File: src/rtl/pc_redirect_unit.sv
// Program-counter block for the single-cycle RV32I core. It resolves branch, jump and
// mret redirects, traps on misaligned targets, and supports stall, an EBREAK halt and instret.
module pc_redirect_unit #(
  parameter int unsigned      XLEN      = 32,
  parameter logic [XLEN-1:0]  RESET_VEC = 32'h0000_0000,
  parameter logic [XLEN-1:0]  TRAP_VEC  = 32'h0000_0100,
  parameter int unsigned      CNT_W     = 32
) (
  input  logic             clk,
  input  logic             reset,
  input  logic             stall,
  input  logic             branch,
  input  logic [2:0]       funct3,
  input  logic             zero,
  input  logic             lt,
  input  logic             ltu,
  input  logic             jal,
  input  logic             jalr,
  input  logic             mret,
  input  logic             ebreak,
  input  logic [XLEN-1:0]  imm,
  input  logic [XLEN-1:0]  rs1_val,
  output logic [XLEN-1:0]  pc_out,
  output logic [XLEN-1:0]  pc_plus4,
  output logic             trap,
  output logic [XLEN-1:0]  epc_out,
  output logic             halted,
  output logic [CNT_W-1:0] instret
);

  typedef enum logic {
    S_RUN  = 1'b0,
    S_HALT = 1'b1
  } state_t;

  state_t            state, state_next;
  logic [XLEN-1:0]   pc, pc_next;
  logic [XLEN-1:0]   epc, epc_next;
  logic [CNT_W-1:0]  cnt, cnt_next;

  logic              taken;
  logic              redirect;
  logic [XLEN-1:0]   target;
  logic [XLEN-1:0]   jalr_sum;
  logic              active;

  always_comb begin
    taken = 1'b0;
    unique case (funct3)
      3'b000:  taken = zero;
      3'b001:  taken = !zero;
      3'b100:  taken = lt;
      3'b101:  taken = !lt;
      3'b110:  taken = ltu;
      3'b111:  taken = !ltu;
      default: taken = 1'b0;
    endcase
  end

  // Redirect target ignores mret: the mret path reloads epc, which is always aligned.
  always_comb begin
    jalr_sum = rs1_val + imm;
    redirect = 1'b0;
    target   = pc + imm;
    if (jalr) begin
      redirect = 1'b1;
      target   = {jalr_sum[XLEN-1:1], 1'b0};
    end else if (jal || (branch && taken)) begin
      redirect = 1'b1;
    end
  end

  assign active = (state == S_RUN) && !stall;
  assign trap   = active && !mret && redirect && (target[1:0] != 2'b00);

  always_comb begin
    state_next = state;
    pc_next    = pc;
    epc_next   = epc;
    cnt_next   = cnt;
    unique case (state)
      S_RUN: begin
        if (!stall) begin
          if (ebreak) begin
            state_next = S_HALT;
          end else if (trap) begin
            pc_next  = TRAP_VEC;
            epc_next = pc;
          end else begin
            cnt_next = cnt + CNT_W'(1);
            if (mret)          pc_next = epc;
            else if (redirect) pc_next = target;
            else               pc_next = pc + XLEN'(4);
          end
        end
      end
      S_HALT: begin
        state_next = S_HALT;
      end
      default: state_next = S_RUN;
    endcase
  end

  always_ff @(posedge clk or negedge reset) begin
    if (!reset) begin
      state <= S_RUN;
      pc    <= RESET_VEC;
      epc   <= '0;
      cnt   <= '0;
    end else begin
      state <= state_next;
      pc    <= pc_next;
      epc   <= epc_next;
      cnt   <= cnt_next;
    end
  end

  assign pc_out   = pc;
  assign pc_plus4 = pc + XLEN'(4);
  assign epc_out  = epc;
  assign halted   = (state == S_HALT);
  assign instret  = cnt;

endmodule

File: config.mk
export PLATFORM = sky130hd
export DESIGN_NAME = pc_redirect_unit
export DESIGN_NICKNAME = d
export VERILOG_FILES = /design/src/rtl/pc_redirect_unit.sv
export SDC_FILE = /design/constraint.sdc
export NUM_CORES = 1
export LEC_CHECK = 0
export CAP_MARGIN = 20
export CORE_AREA = 10 10 171 173
export CTS_BUF_LIST = sky130_fd_sc_hd__clkbuf_4 sky130_fd_sc_hd__clkbuf_8
export DETAILED_ROUTE_END_ITERATION = 12
export DIE_AREA = 0 0 181 183
export GPL_TIMING_DRIVEN = 0
export HOLD_SLACK_MARGIN = 0.1
export PLACE_DENSITY = 0.61
export SLEW_MARGIN = 20
export SYNTH_ARGS = -nofsm -noshare
export SYNTH_HDL_FRONTEND = slang
export SYNTH_SLANG_ARGS = --single-unit
export TNS_END_PERCENT = 20
File: constraint.sdc
create_clock -name clk -period 6.5 [get_ports clk]
set_input_delay 1.3 -clock clk [delete_from_list [all_inputs] [get_ports clk]]
set_output_delay 1.3 -clock clk [all_outputs]
set_load 0.02 [all_outputs]
==> flow_metrics.tcl <==
set metrics [dict create \
    status "completed" \
    drive_gt1_share_pct 7.80 \
    cts_tree "yes" \
    yosysTopAreaCell "dfrtp_1" \
    dp_slack_ns 1.13 \
    drc_errors 0 \
    setup_tns_ns 0 \
    worstSetupEndpointType "primary output" \
    postCtsResizedCells 0 \
    first_pass_iters 7 \
    cp_slowest_cell "clkdlybuf4s50_1" \
    synthArstFlopShare_pct 100 \
    grt_pass1_vias 8253 \
    slew_viol_final 0 \
    crit_arrival_ns 4.03 \
    core-area_sq_um 25800 \
    critPathMostFrequentCell "clkdlybuf4s50_1" \
    syn_avg_cell_area_sq_um 8.67 \
    hold_buffers 0 \
    yosysUniqueCellTypes 80 \
    post_cts_buffers 0 \
    synth-warning-count 0 \
    start_kind "input port" \
    synth-edff-count 0 \
    drt-total-wl_um 32600 \
    grt_start_max_net_pins 73 \
    yosysSeqAreaShare_pct 28.9 \
    final_util_pct 43.2 \
    hold_class "reg -> reg" \
    leakagePower_nw 4.83 \
    h-tree-depth 3 \
    viasPerCell 5.44 \
    grt_usage_pct 18.9 \
    cts_sinks 97 \
    io_pins 208 \
    numCtsBuffers 9 \
    insertion_delay_ns 0.40 \
    placed_cell_area_sq_um 10900 \
    clk_pin_slew_ns 0.10 \
    dp_hpwl_um 25500 \
    root_buffer "clkbuf_8" \
    synth_ff_type "dfrtp_1" \
    slew_headroom_pct 43.9 \
    critical_path_class "in -> out" \
    max_stage_delay_ns 0.76 \
    total_power_mw 2.26 \
    antennaDiodeCount 0 \
    fp.dieW_um 181 \
    hold_violations 0 \
    gp_congestion 0.966 \
    layout_setup_ws_ns 1.17 \
    critPathRequiredTime_ns 5.20 \
    rsz0062_at_grt "no" \
    vdd_drop_max_mv 0.108 \
    synthTopCellsByArea "dfrtp_1 (29%), ha_1 (9.4%), xnor2_1 (7.9%)" \
    design_area_sq_um 11100 \
    start_util_pct 32.6 \
    synthCells 969 \
    grt_pass1_wl_um 49600 \
    syn-cell-area_sq_um 8400 \
    syn_nets 1112 \
    numPortBuffers 206 \
    crit_fanout 5 \
    die_area_sq_um 33100 \
    fp.dieH_um 183 \
    setup_viol 0 \
    worst_slew_pin_slew_ns 0.839 \
    post-route-min-period_ns 5.33 \
    grt_overflow_total 0 \
    fillCellCount 2535 \
    syn2layout_area_growth_pct 32.5 \
    antenna_found_initial 0 \
    nets 1330 \
    row_count 59 \
    post-synth-top-area-fraction_pct 28.9 \
    drt_iter0_markers 616 \
    maxCapViolations 0 \
    synth_seq_cells 97 \
    fin_skew_ns 0.0208 \
    wl_per_cell_um 21.4 \
    ctsLongestPathBuffers 2 \
    fin_crit_sh_pct 82.0 \
    fmax_mhz 188 \
    ant_nets 0 \
    vias 8309 \
    path_cells "clkdlybuf4s50_1, ha_1, inv_1, fa_1, nand2_1, o211ai_1, nor3_2, clkdlybuf4s50_1" \
    powerDensity_nw_per_um2 203 \
]
[synthesized netlist by cell type, types with 3 or more instances]
library cell,count
nor2_1,63
o221ai_1,12
buf_2,8
o31ai_1,4
nor3_2,4
a211oi_2,3
o21a_1,10
mux2_2,31
nor3_1,17
dfrtp_1,97
nand2b_1,8
o21bai_1,4
clkbuf_1,30
a311oi_1,4
nand2_1,102
a21boi_0,3
a31o_2,3
a21oi_1,69
o21ai_0,68
nor2b_1,6
o21ai_1,4
mux2i_1,4
inv_1,25
a22o_1,5
a211o_1,3
o31a_1,3
a21o_1,40
and4_1,5
xnor2_1,76
and3_1,16
o211ai_1,5
nand4_1,17
xor2_1,37
and2_1,4
nand3_1,34
a31oi_1,7
ha_1,63
a211oi_1,23
[cell type report]
cell class,count,area (sq um),share of cell area [%]
multi-input cells,807,5710,51.3
flip-flops and latches,97,2430,21.8
repair buffers,207,2090,18.8
well taps,335,419,3.76
plain buffers,40,168,1.51
clock buffers,9,124,1.11
clock inverters,7,100,0.899
inverters,25,93.8,0.843
[worst paths after layout]
path | start | endpoint | slack (ns) | cells past startpoint
hold reg to reg | instret[31]$_DFFE_PN0P_ | instret[31]$_DFFE_PN0P_ | 0.48 | 1
min in group asynchronous | reset | instret[9]$_DFFE_PN0P_ | 0.75 | 1
max in group asynchronous | reset | pc_out[19]$_DFFE_PN0P_ | 5.08 | 2
setup / recovery | imm[0] | trap | 1.17 | 8
hold / removal | instret[31]$_DFFE_PN0P_ | instret[31]$_DFFE_PN0P_ | 0.48 | 1
setup reg to reg | pc_out[0]$_DFFE_PN0P_ | pc_out[30]$_DFFE_PN0P_ | 2.57 | 13
[logic make-up after synthesis]
logic type               count (synthesis)  synth area share (%)
AND/OR/NAND/NOR                        295                  17.5
AO/OA/AOI/OAI                          298                  24.1
XOR/XNOR                               113                  11.8
adder cells (fa/ha/maj)                 65                  9.86
buffers and inverters                   65                  3.11
multiplexers                            36                  4.81
flip-flops                              97                  28.9
[metal layers]
metal	track usage [%]	part of all wire [%]	wire length (um)	vias up
met1	24.5	45	14600	4012
li1	-	-	-	3986
met3	4.23	6.7	2200	23
met2	31.5	47	15400	288
met4	3.64	1.2	395	0
met5	0	0	0	-
[metrics by stage]
| stage | hold slack [ns] | instances |
|---|---|---|
| floorplan | 0.582 | 969 |
| global placement | 0.466 | 1510 |
| detailed placement | 0.462 | 1511 |
| CTS | 0.480 | 1527 |
| global route | 0.509 | 1527 |
| finish | 0.478 | 1527 |
[report_power, final]
group / internal, mW / switching, mW
sequential: 0.647 / 0.0936
combinational: 0.463 / 0.580
clock: 0.221 / 0.255
[worst max-delay path: cells and delay by family]
family | cells | cell delay [ns]
AO/OA/AOI/OAI | 1 | 0.17
adder cells (fa/ha/maj) | 2 | 0.64
buffers and inverters | 3 | 1.37
AND/OR/NAND/NOR | 2 | 0.55
[placed cells by master, fill, tap and decap left out, drive strengths merged, types with 36 or more instances in the layout]
cell / Yosys / layout
clkdlybuf4s50: 0 / 205
nand2: 103 / 103
dfrtp: 97 / 97
xnor2: 76 / 76
o21ai: 73 / 73
a21oi: 69 / 69
nor2: 65 / 65
ha: 63 / 63
a21o: 41 / 41
clkbuf: 30 / 39
xor2: 37 / 37
nand3: 36 / 36
[flip-flops by register name (all words and copies together) (netlist names)]
signal	count
pc_out	32
instret	32
halted	1
epc_out	32
No activity file was read; power rests on OpenSTA's default activity.
==> patch: new RTL, same flow settings <==
The parameter `XLEN` goes from 32 to 48.
--- a/src/rtl/pc_redirect_unit.sv
+++ b/src/rtl/pc_redirect_unit.sv
@@ -1,7 +1,7 @@
 // Program-counter block for the single-cycle RV32I core. It resolves branch, jump and
 // mret redirects, traps on misaligned targets, and supports stall, an EBREAK halt and instret.
 module pc_redirect_unit #(
-  parameter int unsigned      XLEN      = 32,
+  parameter int unsigned      XLEN      = 48,
   parameter logic [XLEN-1:0]  RESET_VEC = 32'h0000_0000,
   parameter logic [XLEN-1:0]  TRAP_VEC  = 32'h0000_0100,
   parameter int unsigned      CNT_W     = 32
Ports: changed (5 resized); port bits go from 208 to 288. The function was not compared with the original's and may differ.
==> patch against the original RTL <==
- synthesized area increased by 49%
- non-clock buffer count increased by 119
- combinational power increased by 73%
- power increased by 57%
- design area increased by 45%
- worst setup slack got worse by 0.64 ns
- wire length increased by 64%
- sequential cell count increased by 32
- maximum frequency decreased by 11%
==> patch: results (changes against the original RTL) <==
finish:
  clkCellAreaFrac_pct: 2.37  # was 2.01%
  multi_input_cells: 1308  # was 807
  nNetsFinal: 2063  # was 1330
drt:
  drt-total-wl_um: 53700  # was 32600 um
  drt_iter0_markers: 1399  # was 616
  wl_met2_um: 24000  # was 15400 um
  dr.pass1.iters: 8  # was 7
clock_network:
  cts.sinks: 129  # was 97
  clkLatencyLatePin_ns: 0.47  # was 0.40 ns
setup_path:
  r2r_setup_slack_ns: 2.22  # was 2.57 ns
  reg2reg_depth: 10  # was 13
  arrival_ns: 4.67  # was 4.03 ns
  max_stage_delay_ns: 0.73  # was 0.76 ns
grt:
  grt_util_met1_pct: 39.4  # was 24.5%
  grt_usage_pct: 30.8  # was 18.9%
  grtUsageMet3_pct: 8.50  # was 4.23%
logic_synthesis:
  ys_seq_area_share_pct: 25.9  # was 28.9%
  synth_xor_xnor_area_share_pct: 10.7  # was 11.8%
pwr:
  internal-power_mw: 1.95  # was 1.33 mW
  pg_clk_uw: 708  # was 476 uW
  combPwrFrac_pct: 51.0  # was 46.1%
run_status:
  status: "completed"  # unchanged
place:
  dp_hpwl_um: 42500  # was 25500 um
  gp_congestion: 0.999  # was 0.966
  placed_cell_area_um2: 15800  # was 10900 um2
timing:
  hold_slack_ns: 0.486  # was 0.478 ns
  finClkSkew_ns: 0.0194  # was 0.0208 ns
## patch: worst max path at each step
stage / endpoint / slack (ns)
finish: trap / 0.53
global route: trap / 0.49
CTS: trap / 0.68
detailed placement: trap / 0.71
global placement: epc_out[42] / -1.23
floorplan: trap / 2.52
## patch: worst register-to-register path: stages (launching register included)
cell      delay, ns
dfrtp_1        0.45
ha_1           0.28
fa_1           0.51
or3_1          0.36
o211ai_1       0.34
o31a_1         0.20
buf_4          0.21
clkbuf_1       0.49
clkbuf_1       0.86
o221ai_1       0.30
a32oi_1        0.22
## patch: logic make-up (layout without fill, tap and decap cells)
group	after synthesis	in the layout
AO/OA/AOI/OAI	512	512
AND/OR/NAND/NOR	488	488
XOR/XNOR	153	153
flip-flops	129	129
buffers and inverters	113	432
adder cells (fa/ha/maj)	97	97
multiplexers	58	58
